## src/rtl/hyperbus_if.sv

```systemverilog
// -----------------------------------------------------------------------------
// hyperbus_if
// Bundles the request-side handshake (hbus_*) and the external HyperBus pins
// (hb_*) served by hyperbus_ctrl.
//   slave  : the controller view (takes requests, drives the HyperBus pins)
//   master : the requester/device view (issues requests, models the device)
// Request side : hbus_adr_i, hbus_dat_i, hbus_rrq, hbus_wrq -> controller
//                hbus_dat_o, hbus_ready, hbus_valid, hbus_busy <- controller
// Device side  : hb_ck_o, hb_cs_n_o, hb_rst_n_o, hb_rwds_o, hb_rwds_oe,
//                hb_dq_o, hb_dq_oe <- controller; hb_rwds_i, hb_dq_i -> controller
// -----------------------------------------------------------------------------
interface hyperbus_if #(
    parameter int HBUS_ADDR_WIDTH = 32,
    parameter int HBUS_DATA_WIDTH = 16
) ();
    logic [HBUS_ADDR_WIDTH-1:0] hbus_adr_i;
    logic [HBUS_DATA_WIDTH-1:0] hbus_dat_i;
    logic [HBUS_DATA_WIDTH-1:0] hbus_dat_o;
    logic                       hbus_rrq;
    logic                       hbus_wrq;
    logic                       hbus_ready;
    logic                       hbus_valid;
    logic                       hbus_busy;
    logic                       hb_ck_o;
    logic                       hb_cs_n_o;
    logic                       hb_rst_n_o;
    logic                       hb_rwds_i;
    logic                       hb_rwds_o;
    logic                       hb_rwds_oe;
    logic [7:0]                 hb_dq_i;
    logic [7:0]                 hb_dq_o;
    logic                       hb_dq_oe;

    modport slave (
        input  hbus_adr_i, hbus_dat_i, hbus_rrq, hbus_wrq, hb_rwds_i, hb_dq_i,
        output hbus_dat_o, hbus_ready, hbus_valid, hbus_busy,
               hb_ck_o, hb_cs_n_o, hb_rst_n_o, hb_rwds_o, hb_rwds_oe, hb_dq_o, hb_dq_oe
    );

    modport master (
        output hbus_adr_i, hbus_dat_i, hbus_rrq, hbus_wrq, hb_rwds_i, hb_dq_i,
        input  hbus_dat_o, hbus_ready, hbus_valid, hbus_busy,
               hb_ck_o, hb_cs_n_o, hb_rst_n_o, hb_rwds_o, hb_rwds_oe, hb_dq_o, hb_dq_oe
    );
endinterface

```

## src/rtl/hyperbus_ctrl.sv

```systemverilog
// -----------------------------------------------------------------------------
// hyperbus_ctrl
// Single-word HyperBus (HyperRAM) controller. Accepts one read or write request
// from the request FIFO side, issues the 48-bit command/address phase, waits the
// initial latency (doubled when the device holds RWDS high in the first CA
// cycle), moves one 16-bit word and reports completion with a one-cycle
// hbus_ready (write) or hbus_valid (read) pulse in the first recovery cycle.
//
// Ports:
//   hbus_clk  : controller clock, one DQ byte per cycle
//   hbus_rst  : asynchronous active-high reset
//   bus       : hyperbus_if.slave -- request handshake and HyperBus pins
//
// Optional feature: define HBUS_READ_TIMEOUT_EN to abort a read that has not
// delivered its second byte within READ_TIMEOUT RDATA cycles; the read then
// completes with data 16'hFFFF. Without the macro RDATA waits indefinitely.
//
// All outputs come straight from registers.
// -----------------------------------------------------------------------------
module hyperbus_ctrl #(
    parameter int HBUS_ADDR_WIDTH = 32,
    parameter int HBUS_DATA_WIDTH = 16,
    parameter int LATENCY         = 6,
    parameter int CS_HIGH_MIN     = 2,
    parameter int READ_TIMEOUT    = 64
) (
    input  logic      hbus_clk,
    input  logic      hbus_rst,
    hyperbus_if.slave bus
);

    typedef enum logic [2:0] {
        S_IDLE, S_CA, S_LAT, S_WDATA, S_RDATA, S_RECOVER
    } state_t;

    localparam logic [15:0] LAT_LAST_1X = 16'(2 * LATENCY - 1);
    localparam logic [15:0] LAT_LAST_2X = 16'(4 * LATENCY - 1);
    localparam logic [15:0] REC_LAST    = 16'(CS_HIGH_MIN - 1);
`ifdef HBUS_READ_TIMEOUT_EN
    localparam logic [15:0] TO_LAST     = 16'(READ_TIMEOUT - 1);
`endif

    // Command/address word: R/W#, address space (memory), burst type (linear),
    // upper word address, reserved zeros, lower 3 address bits.
    function automatic logic [47:0] ca_word(input logic rd, input logic [31:0] adr);
        return {rd, 1'b0, 1'b1, adr[31:3], 13'd0, adr[2:0]};
    endfunction

    state_t                     r_state;
    logic [15:0]                r_cnt;
    logic [47:0]                r_ca;
    logic                       r_wr;
    logic [HBUS_DATA_WIDTH-1:0] r_wdat;
    logic [HBUS_DATA_WIDTH-1:0] r_rdat;
    logic                       r_lat_dbl;
    logic [7:0]                 r_rbyte;
    logic                       r_got_first;
    logic                       r_rwds_prev;
    logic                       r_ck;
    logic                       r_cs_n;
    logic                       r_rst_n;
    logic [7:0]                 r_dq_o;
    logic                       r_dq_oe;
    logic                       r_rwds_o;
    logic                       r_rwds_oe;
    logic                       r_ready;
    logic                       r_valid;
    logic                       r_busy;

    logic [HBUS_ADDR_WIDTH-1:0] w_adr;
    logic [47:0]                w_ca;
    logic                       w_rwds_edge;

    assign w_adr       = bus.hbus_adr_i;
    // Write wins when both request strobes are high, so R/W# is simply ~wrq.
    assign w_ca        = ca_word(~bus.hbus_wrq, 32'(w_adr));
    // The device marks each read byte with an RWDS transition.
    assign w_rwds_edge = bus.hb_rwds_i ^ r_rwds_prev;

    always_ff @(posedge hbus_clk or posedge hbus_rst) begin
        if (hbus_rst) begin
            r_state     <= S_IDLE;
            r_cnt       <= '0;
            r_ca        <= '0;
            r_wr        <= 1'b0;
            r_wdat      <= '0;
            r_rdat      <= '0;
            r_lat_dbl   <= 1'b0;
            r_rbyte     <= '0;
            r_got_first <= 1'b0;
            r_rwds_prev <= 1'b0;
            r_ck        <= 1'b0;
            r_cs_n      <= 1'b1;
            r_rst_n     <= 1'b0;
            r_dq_o      <= '0;
            r_dq_oe     <= 1'b0;
            r_rwds_o    <= 1'b0;
            r_rwds_oe   <= 1'b0;
            r_ready     <= 1'b0;
            r_valid     <= 1'b0;
            r_busy      <= 1'b0;
        end else begin
            r_rst_n     <= 1'b1;
            r_ready     <= 1'b0;
            r_valid     <= 1'b0;
            r_rwds_prev <= bus.hb_rwds_i;

            // CK runs for as long as CS# is low; the RECOVER entry below
            // overrides this with CK low.
            if (r_state != S_IDLE && r_state != S_RECOVER) begin
                r_ck <= ~r_ck;
            end

            case (r_state)
                S_IDLE: begin
                    if (bus.hbus_wrq || bus.hbus_rrq) begin
                        r_wr    <= bus.hbus_wrq;
                        r_wdat  <= bus.hbus_dat_i;
                        r_dq_o  <= w_ca[47:40];
                        r_ca    <= {w_ca[39:0], 8'h00};
                        r_dq_oe <= 1'b1;
                        r_cs_n  <= 1'b0;
                        r_busy  <= 1'b1;
                        r_cnt   <= '0;
                        r_state <= S_CA;
                    end
                end

                S_CA: begin
                    if (r_cnt == 16'd0) begin
                        r_lat_dbl <= bus.hb_rwds_i;
                    end
                    if (r_cnt == 16'd5) begin
                        r_dq_oe <= 1'b0;
                        r_dq_o  <= '0;
                        r_cnt   <= '0;
                        r_state <= S_LAT;
                    end else begin
                        r_dq_o  <= r_ca[47:40];
                        r_ca    <= {r_ca[39:0], 8'h00};
                        r_cnt   <= r_cnt + 16'd1;
                    end
                end

                S_LAT: begin
                    if (r_cnt == (r_lat_dbl ? LAT_LAST_2X : LAT_LAST_1X)) begin
                        r_cnt <= '0;
                        if (r_wr) begin
                            r_dq_oe   <= 1'b1;
                            r_dq_o    <= r_wdat[15:8];
                            r_rwds_oe <= 1'b1;
                            r_rwds_o  <= 1'b0;
                            r_state   <= S_WDATA;
                        end else begin
                            r_got_first <= 1'b0;
                            r_state     <= S_RDATA;
                        end
                    end else begin
                        r_cnt <= r_cnt + 16'd1;
                    end
                end

                S_WDATA: begin
                    if (r_cnt == 16'd0) begin
                        r_dq_o <= r_wdat[7:0];
                        r_cnt  <= 16'd1;
                    end else begin
                        r_ready   <= 1'b1;
                        r_cs_n    <= 1'b1;
                        r_ck      <= 1'b0;
                        r_dq_oe   <= 1'b0;
                        r_dq_o    <= '0;
                        r_rwds_oe <= 1'b0;
                        r_cnt     <= '0;
                        r_state   <= S_RECOVER;
                    end
                end

                S_RDATA: begin
                    if (w_rwds_edge && r_got_first) begin
                        r_rdat  <= {r_rbyte, bus.hb_dq_i};
                        r_valid <= 1'b1;
                        r_cs_n  <= 1'b1;
                        r_ck    <= 1'b0;
                        r_cnt   <= '0;
                        r_state <= S_RECOVER;
                    end else begin
                        if (w_rwds_edge) begin
                            r_rbyte     <= bus.hb_dq_i;
                            r_got_first <= 1'b1;
                        end
`ifdef HBUS_READ_TIMEOUT_EN
                        if (r_cnt == TO_LAST) begin
                            r_rdat  <= 16'hFFFF;
                            r_valid <= 1'b1;
                            r_cs_n  <= 1'b1;
                            r_ck    <= 1'b0;
                            r_cnt   <= '0;
                            r_state <= S_RECOVER;
                        end else begin
                            r_cnt <= r_cnt + 16'd1;
                        end
`endif
                    end
                end

                S_RECOVER: begin
                    if (r_cnt == REC_LAST) begin
                        r_busy  <= 1'b0;
                        r_cnt   <= '0;
                        r_state <= S_IDLE;
                    end else begin
                        r_cnt <= r_cnt + 16'd1;
                    end
                end

                default: begin
                    r_state <= S_IDLE;
                end
            endcase
        end
    end

    assign bus.hbus_dat_o = r_rdat;
    assign bus.hbus_ready = r_ready;
    assign bus.hbus_valid = r_valid;
    assign bus.hbus_busy  = r_busy;
    assign bus.hb_ck_o    = r_ck;
    assign bus.hb_cs_n_o  = r_cs_n;
    assign bus.hb_rst_n_o = r_rst_n;
    assign bus.hb_rwds_o  = r_rwds_o;
    assign bus.hb_rwds_oe = r_rwds_oe;
    assign bus.hb_dq_o    = r_dq_o;
    assign bus.hb_dq_oe   = r_dq_oe;

endmodule

```

## src/flat_wrapper.sv

```systemverilog
// flat-port wrapper written by rule: the top's interface ports become plain ports
module hyperbus_ctrl_flat 
#(
    parameter int HBUS_ADDR_WIDTH = 32,
    parameter int HBUS_DATA_WIDTH = 16,
    parameter int LATENCY         = 6,
    parameter int CS_HIGH_MIN     = 2,
    parameter int READ_TIMEOUT    = 64
)
  (hbus_clk, hbus_rst, bus_hbus_adr_i, bus_hbus_dat_i, bus_hbus_rrq, bus_hbus_wrq, bus_hb_rwds_i, bus_hb_dq_i, bus_hbus_dat_o, bus_hbus_ready, bus_hbus_valid, bus_hbus_busy, bus_hb_ck_o, bus_hb_cs_n_o, bus_hb_rst_n_o, bus_hb_rwds_o, bus_hb_rwds_oe, bus_hb_dq_o, bus_hb_dq_oe);
  hyperbus_if #(.HBUS_ADDR_WIDTH(HBUS_ADDR_WIDTH), .HBUS_DATA_WIDTH(HBUS_DATA_WIDTH)) bus_i ();
  input  logic hbus_clk;
  input  logic hbus_rst;
  input wire logic [$bits(bus_i.hbus_adr_i)-1:0] bus_hbus_adr_i;
  input wire logic [$bits(bus_i.hbus_dat_i)-1:0] bus_hbus_dat_i;
  input wire logic [$bits(bus_i.hbus_rrq)-1:0] bus_hbus_rrq;
  input wire logic [$bits(bus_i.hbus_wrq)-1:0] bus_hbus_wrq;
  input wire logic [$bits(bus_i.hb_rwds_i)-1:0] bus_hb_rwds_i;
  input wire logic [$bits(bus_i.hb_dq_i)-1:0] bus_hb_dq_i;
  output wire logic [$bits(bus_i.hbus_dat_o)-1:0] bus_hbus_dat_o;
  output wire logic [$bits(bus_i.hbus_ready)-1:0] bus_hbus_ready;
  output wire logic [$bits(bus_i.hbus_valid)-1:0] bus_hbus_valid;
  output wire logic [$bits(bus_i.hbus_busy)-1:0] bus_hbus_busy;
  output wire logic [$bits(bus_i.hb_ck_o)-1:0] bus_hb_ck_o;
  output wire logic [$bits(bus_i.hb_cs_n_o)-1:0] bus_hb_cs_n_o;
  output wire logic [$bits(bus_i.hb_rst_n_o)-1:0] bus_hb_rst_n_o;
  output wire logic [$bits(bus_i.hb_rwds_o)-1:0] bus_hb_rwds_o;
  output wire logic [$bits(bus_i.hb_rwds_oe)-1:0] bus_hb_rwds_oe;
  output wire logic [$bits(bus_i.hb_dq_o)-1:0] bus_hb_dq_o;
  output wire logic [$bits(bus_i.hb_dq_oe)-1:0] bus_hb_dq_oe;
  assign bus_i.hbus_adr_i = bus_hbus_adr_i;
  assign bus_i.hbus_dat_i = bus_hbus_dat_i;
  assign bus_i.hbus_rrq = bus_hbus_rrq;
  assign bus_i.hbus_wrq = bus_hbus_wrq;
  assign bus_i.hb_rwds_i = bus_hb_rwds_i;
  assign bus_i.hb_dq_i = bus_hb_dq_i;
  assign bus_hbus_dat_o = bus_i.hbus_dat_o;
  assign bus_hbus_ready = bus_i.hbus_ready;
  assign bus_hbus_valid = bus_i.hbus_valid;
  assign bus_hbus_busy = bus_i.hbus_busy;
  assign bus_hb_ck_o = bus_i.hb_ck_o;
  assign bus_hb_cs_n_o = bus_i.hb_cs_n_o;
  assign bus_hb_rst_n_o = bus_i.hb_rst_n_o;
  assign bus_hb_rwds_o = bus_i.hb_rwds_o;
  assign bus_hb_rwds_oe = bus_i.hb_rwds_oe;
  assign bus_hb_dq_o = bus_i.hb_dq_o;
  assign bus_hb_dq_oe = bus_i.hb_dq_oe;
  hyperbus_ctrl #(.HBUS_ADDR_WIDTH(HBUS_ADDR_WIDTH), .HBUS_DATA_WIDTH(HBUS_DATA_WIDTH), .LATENCY(LATENCY), .CS_HIGH_MIN(CS_HIGH_MIN), .READ_TIMEOUT(READ_TIMEOUT)) u_core (.hbus_clk(hbus_clk), .hbus_rst(hbus_rst), .bus(bus_i));
endmodule
```

## config.mk

```make
export PLATFORM = sky130hd
export DESIGN_NAME = hyperbus_ctrl_flat
export DESIGN_NICKNAME = d
export VERILOG_FILES = /design/src/rtl/hyperbus_if.sv /design/src/rtl/hyperbus_ctrl.sv /design/src/flat_wrapper.sv
export SDC_FILE = /design/constraint.sdc
export NUM_CORES = 1
export LEC_CHECK = 0
export CAP_MARGIN = 20
export CORE_ASPECT_RATIO = 2
export CORE_UTILIZATION = 40
export CTS_BUF_LIST = sky130_fd_sc_hd__clkbuf_16
export DETAILED_ROUTE_END_ITERATION = 10
export GPL_TIMING_DRIVEN = 0
export PLACE_DENSITY = 0.63
export SLEW_MARGIN = 10
export SYNTH_ARGS = -nofsm -noshare
export SYNTH_HDL_FRONTEND = slang
export SYNTH_SLANG_ARGS = --single-unit
```

## constraint.sdc

```tcl
create_clock -name hbus_clk -period 11.8 [get_ports hbus_clk]
set_clock_uncertainty 0.15 [all_clocks]
set_input_delay 2.95 -clock hbus_clk [delete_from_list [all_inputs] [get_ports hbus_clk]]
set_output_delay 2.95 -clock hbus_clk [all_outputs]
set_load 0.02 [all_outputs]
```

==> flow_summary_export.csv <==
group,metric,value,unit
route,totalWireLength,14.8,mm
logic_synthesis,synth_fp_nets,611,
place,gp_congestion,0.880,
timing,fmax,203,MHz
critical_path,endpoint,"u_core.r_rbyte[6]",
die,coreArea,0.0129,mm2
route,drtIter0Drc,192,
final_layout,layout_commonest_cell,"nand2_1",
critical_path,path_buf_inv,1,
final_layout,drive_gt1_share,8.84,%
power,pwr-share-comb,47.6,%
power,switching_share,42.0,%
global_route,grt_pass1_vias,4567,
critical_path,crit_arrival,5.00,ns
power,p_leak,2.95,nW
logic_synthesis,synth_edf_count,0,
power,max-vdd-ir-drop,0.184,mV
power,power.density,270,mW/mm2
die,start_util,40.8,%
clocking,numCtsBuffers,9,
die,die_h,164,um
power,p_int,0.00105,W
critical_path,cp_max_fo,9,
clocking,clk_pin_slew_worst_paths,0.07,ns
die,dieArea,0.0137,mm2
logic_synthesis,seq_area_frac_synth,51.8,%
logic_synthesis,synthAdderAreaFrac,0.712,%
logic_synthesis,synth.area.mux_share,9.14,%
logic_synthesis,syn_area,0.00527,mm2
timing,slew-limit-headroom,41.9,%
run_status,status,"finished, final reports clean",
clocking,clk_latency,0.34,ns
critical_path,reg2reg_from,"u_core.r_cnt[0]",
run,maxCapViolations,0,
place,io_buffers,92,
route,wl_per_cell,18.3,um
power,p_seq_share,34.9,%
power,p_clk_share,17.5,%
power,switchingPower,0.000761,W
clocking,h-tree-depth,3,
route,drt_first_pass_iters,4,
logic_synthesis,synthSimpleGateAreaFrac,19.2,%
final_layout,layout_common_cells,"120 x nand2_1, 108 x dfrtp_1, 92 x clkdlybuf4s50_1",
clocking,ctsLongestPathBuffers,2,
global_route,grt_pass1_wl,23.9,mm
route,ant_nets,0,
critical_path,r2r_end,"u_core.r_cnt[8]",
logic_synthesis,synth_top_family_by_area,"simple AND/OR/NAND/NOR gates",
critical_path,cp_cell_sequence,"clkdlybuf4s50_1, xnor2_1, o211ai_1, nor2_1, mux2_2",
timing,worstMarginPinSlew,0.872,ns
timing,fin_crit,4.92,ns
critical_path,cpPeakStageDelay,0.65,ns
final_layout,syn2layout_area_growth,27.5,%
logic_synthesis,synth_compound_area_share,14.2,%
critical_path,cp-start-kind,"primary input",
timing,layout_worst_path_cycle_share,41.7,%
timing,setup_viol,0,
die,row_count,59,
logic_synthesis,synthCells,547,
critical_path,startpoint,"bus_hb_rwds_i",
global_route,grt_use_total,22.7,%
clocking,cts_tree,"done",
global_route,grt_max_degree,60,
clocking,cts.repair.resized,0,
logic_synthesis,synthArstFlopShare,100,%
logic_synthesis,synth.avg_cell_area,9.64,um2
critical_path,cp.depth,5,
route,drc_errors,0,
worst_hold_path,hp-class,"reg -> reg",
die,io_pins,94,
logic_synthesis,synth.distinct_cells,64,
global_route,grt-ovfl-total,0,
critical_path,rrSetupSlack,8.93,ns
critical_path,cp.required,11.88,ns
clocking,post-cts-setup-buffers,0,
logic_synthesis,synth_ff_type,"dfrtp_1",
final_layout,diodes,0,
die,die_x,83.2,um
critical_path,setup.worst_path.class,"in -> reg",
logic_synthesis,synth.area.top_cells,"dfrtp_1 51%, nand2_1 8.5%, mux2_2 3.8%",
timing,finalMaxSlewViolations,0,
route,via_count,4418,
clocking,clock_sinks,109,
power,finalPower,0.00181,W
route,vias_per_cell,5.47,
clocking,cts_root_buf,"clkbuf_16",
final_layout,finalNetCount,715,
logic_synthesis,synth_top_area_cell,"dfrtp_1",
global_route,antenna_found_initial,0,
critical_path,cp-end-kind,"flip-flop",
logic_synthesis,ys_ff_latch,109,
place,hpwlAfterDp,11.5,mm
timing,hold_viol_final,0,
critical_path,reg2regPathDepth,6,
clocking,cts-hold-fix-buffers,0,
logic_synthesis,synth_xor_area_share,0.997,%
critical_path,cpMaxStageDelayCell,"nor2_1",
timing,tns,0,ns
critical_path,crit_family,"simple AND/OR/NAND/NOR gates",
timing,rsz0062_at_grt,"no",
logic_synthesis,yosys_warnings,0,
logic_synthesis,synth_top_area_share,51.3,%
## cell type report
cell class / instances / area, um2
plain buffers: 30 / 131
clock buffers: 9 / 225
clock inverters: 7 / 81.3
fillers: 1195 / 6200
inverters: 19 / 76.3
multi-input cells: 389 / 2340
flip-flops and latches: 109 / 2730
well taps: 152 / 190
repair buffers: 93 / 948
## worst min path at each step
stage | slack [ns] | cells past startpoint | startpoint | end
2_1_floorplan | 0.28 | 2 | u_core.r_rbyte[2] | u_core.bus.hbus_dat_o[10]
3_3_place_gp | 0.30 | 2 | u_core.r_rbyte[0] | u_core.bus.hbus_dat_o[8]
3_5_place_dp | 0.31 | 2 | u_core.r_rbyte[1] | u_core.bus.hbus_dat_o[9]
4_1_cts | 0.32 | 2 | u_core.r_rbyte[5] | u_core.bus.hbus_dat_o[13]
5_1_grt | 0.34 | 2 | u_core.r_rbyte[5] | u_core.bus.hbus_dat_o[13]
6_report | 0.32 | 2 | u_core.r_rbyte[5] | u_core.bus.hbus_dat_o[13]
## flip-flops by register name (all words and copies together), names as in the netlist
name / count
u_core.r_ca: 30
u_core.bus.hb_rwds_oe: 1
u_core.bus.hbus_busy: 1
u_core.r_cnt: 16
u_core.bus.hbus_dat_o: 16
u_core.r_got_first: 1
u_core.bus.hbus_valid: 1
u_core.bus.hb_cs_n_o: 1
u_core.bus.hb_dq_oe: 1
u_core.r_wr: 1
u_core.r_wdat: 16
u_core.r_lat_dbl: 1
u_core.bus.hb_rst_n_o: 1
u_core.bus.hb_ck_o: 1
u_core.r_rbyte: 8
u_core.r_state: 3
u_core.bus.hbus_ready: 1
u_core.bus.hb_dq_o: 8
u_core.r_rwds_prev: 1
## power groups by stage
stage	Combinational [W]	Sequential (W)	Clock (W)
after floorplan	0.000517	0.000664	0
after global placement	0.000850	0.000632	0
after detailed placement	0.000867	0.000637	0
after CTS	0.000871	0.000631	0.000323
after global routing	0.000945	0.000650	0.000336
final	0.000863	0.000632	0.000318
## Yosys cell counts, types with 5 or more instances
library cell and count:
a21oi_1 19, a22oi_1 5, a311oi_1 6, buf_2 9
clkbuf_1 19, dfrtp_1 108, inv_1 18, mux2_1 7
mux2_2 18, mux2i_1 20, nand2_1 120, nand2b_1 6
nand3_1 12, nand4_1 5, nor2_1 28, nor3_1 5
o21ai_0 29, o21ai_1 28
## per-stage QoR
step / instance area, um2 / util, % / worst slack, ns / hold WS (ns) / cells
after floorplan: 5270 / - / 5.83 / 0.285 / 547
after global placement: 6380 / 49.4 / 4.12 / 0.299 / 791
after detailed placement: 6410 / 49.7 / 6.47 / 0.307 / 792
after CTS: 6720 / 52.0 / 6.84 / 0.324 / 808
after global routing: 6720 / 52.0 / 6.68 / 0.344 / 808
final: 6720 / 52.0 / 6.88 / 0.317 / 808
## worst reg2reg max path: stages (launching register included)
cell and delay, ns:
dfrtp_1 0.45, ha_1 0.25, or4b_1 0.45, a21oi_1 0.24, a21oi_1 0.32, nor2_1 0.66, o21ai_0 0.21
## metal layers
metal | up-vias | share of wire [%] | GRT usage (%)
met1 | 2182 | 35 | 22.8
met2 | 106 | 59 | 45.5
met4 | 0 | 2.4 | 9.17
met3 | 20 | 3.4 | 3.32
li1 | 2110 | - | -
met5 | - | 0 | 0
## cells by family (layout without fill, tap and decap cells)
group	after synthesis	in the layout
buf+inv	49	158
fa+ha+maj	3	3
mux	45	45
simple gates	211	211
flops	109	109
xor+xnor	6	6
other cells	2	2
compound gates	122	122
Power figures use the tool's default switching activity.
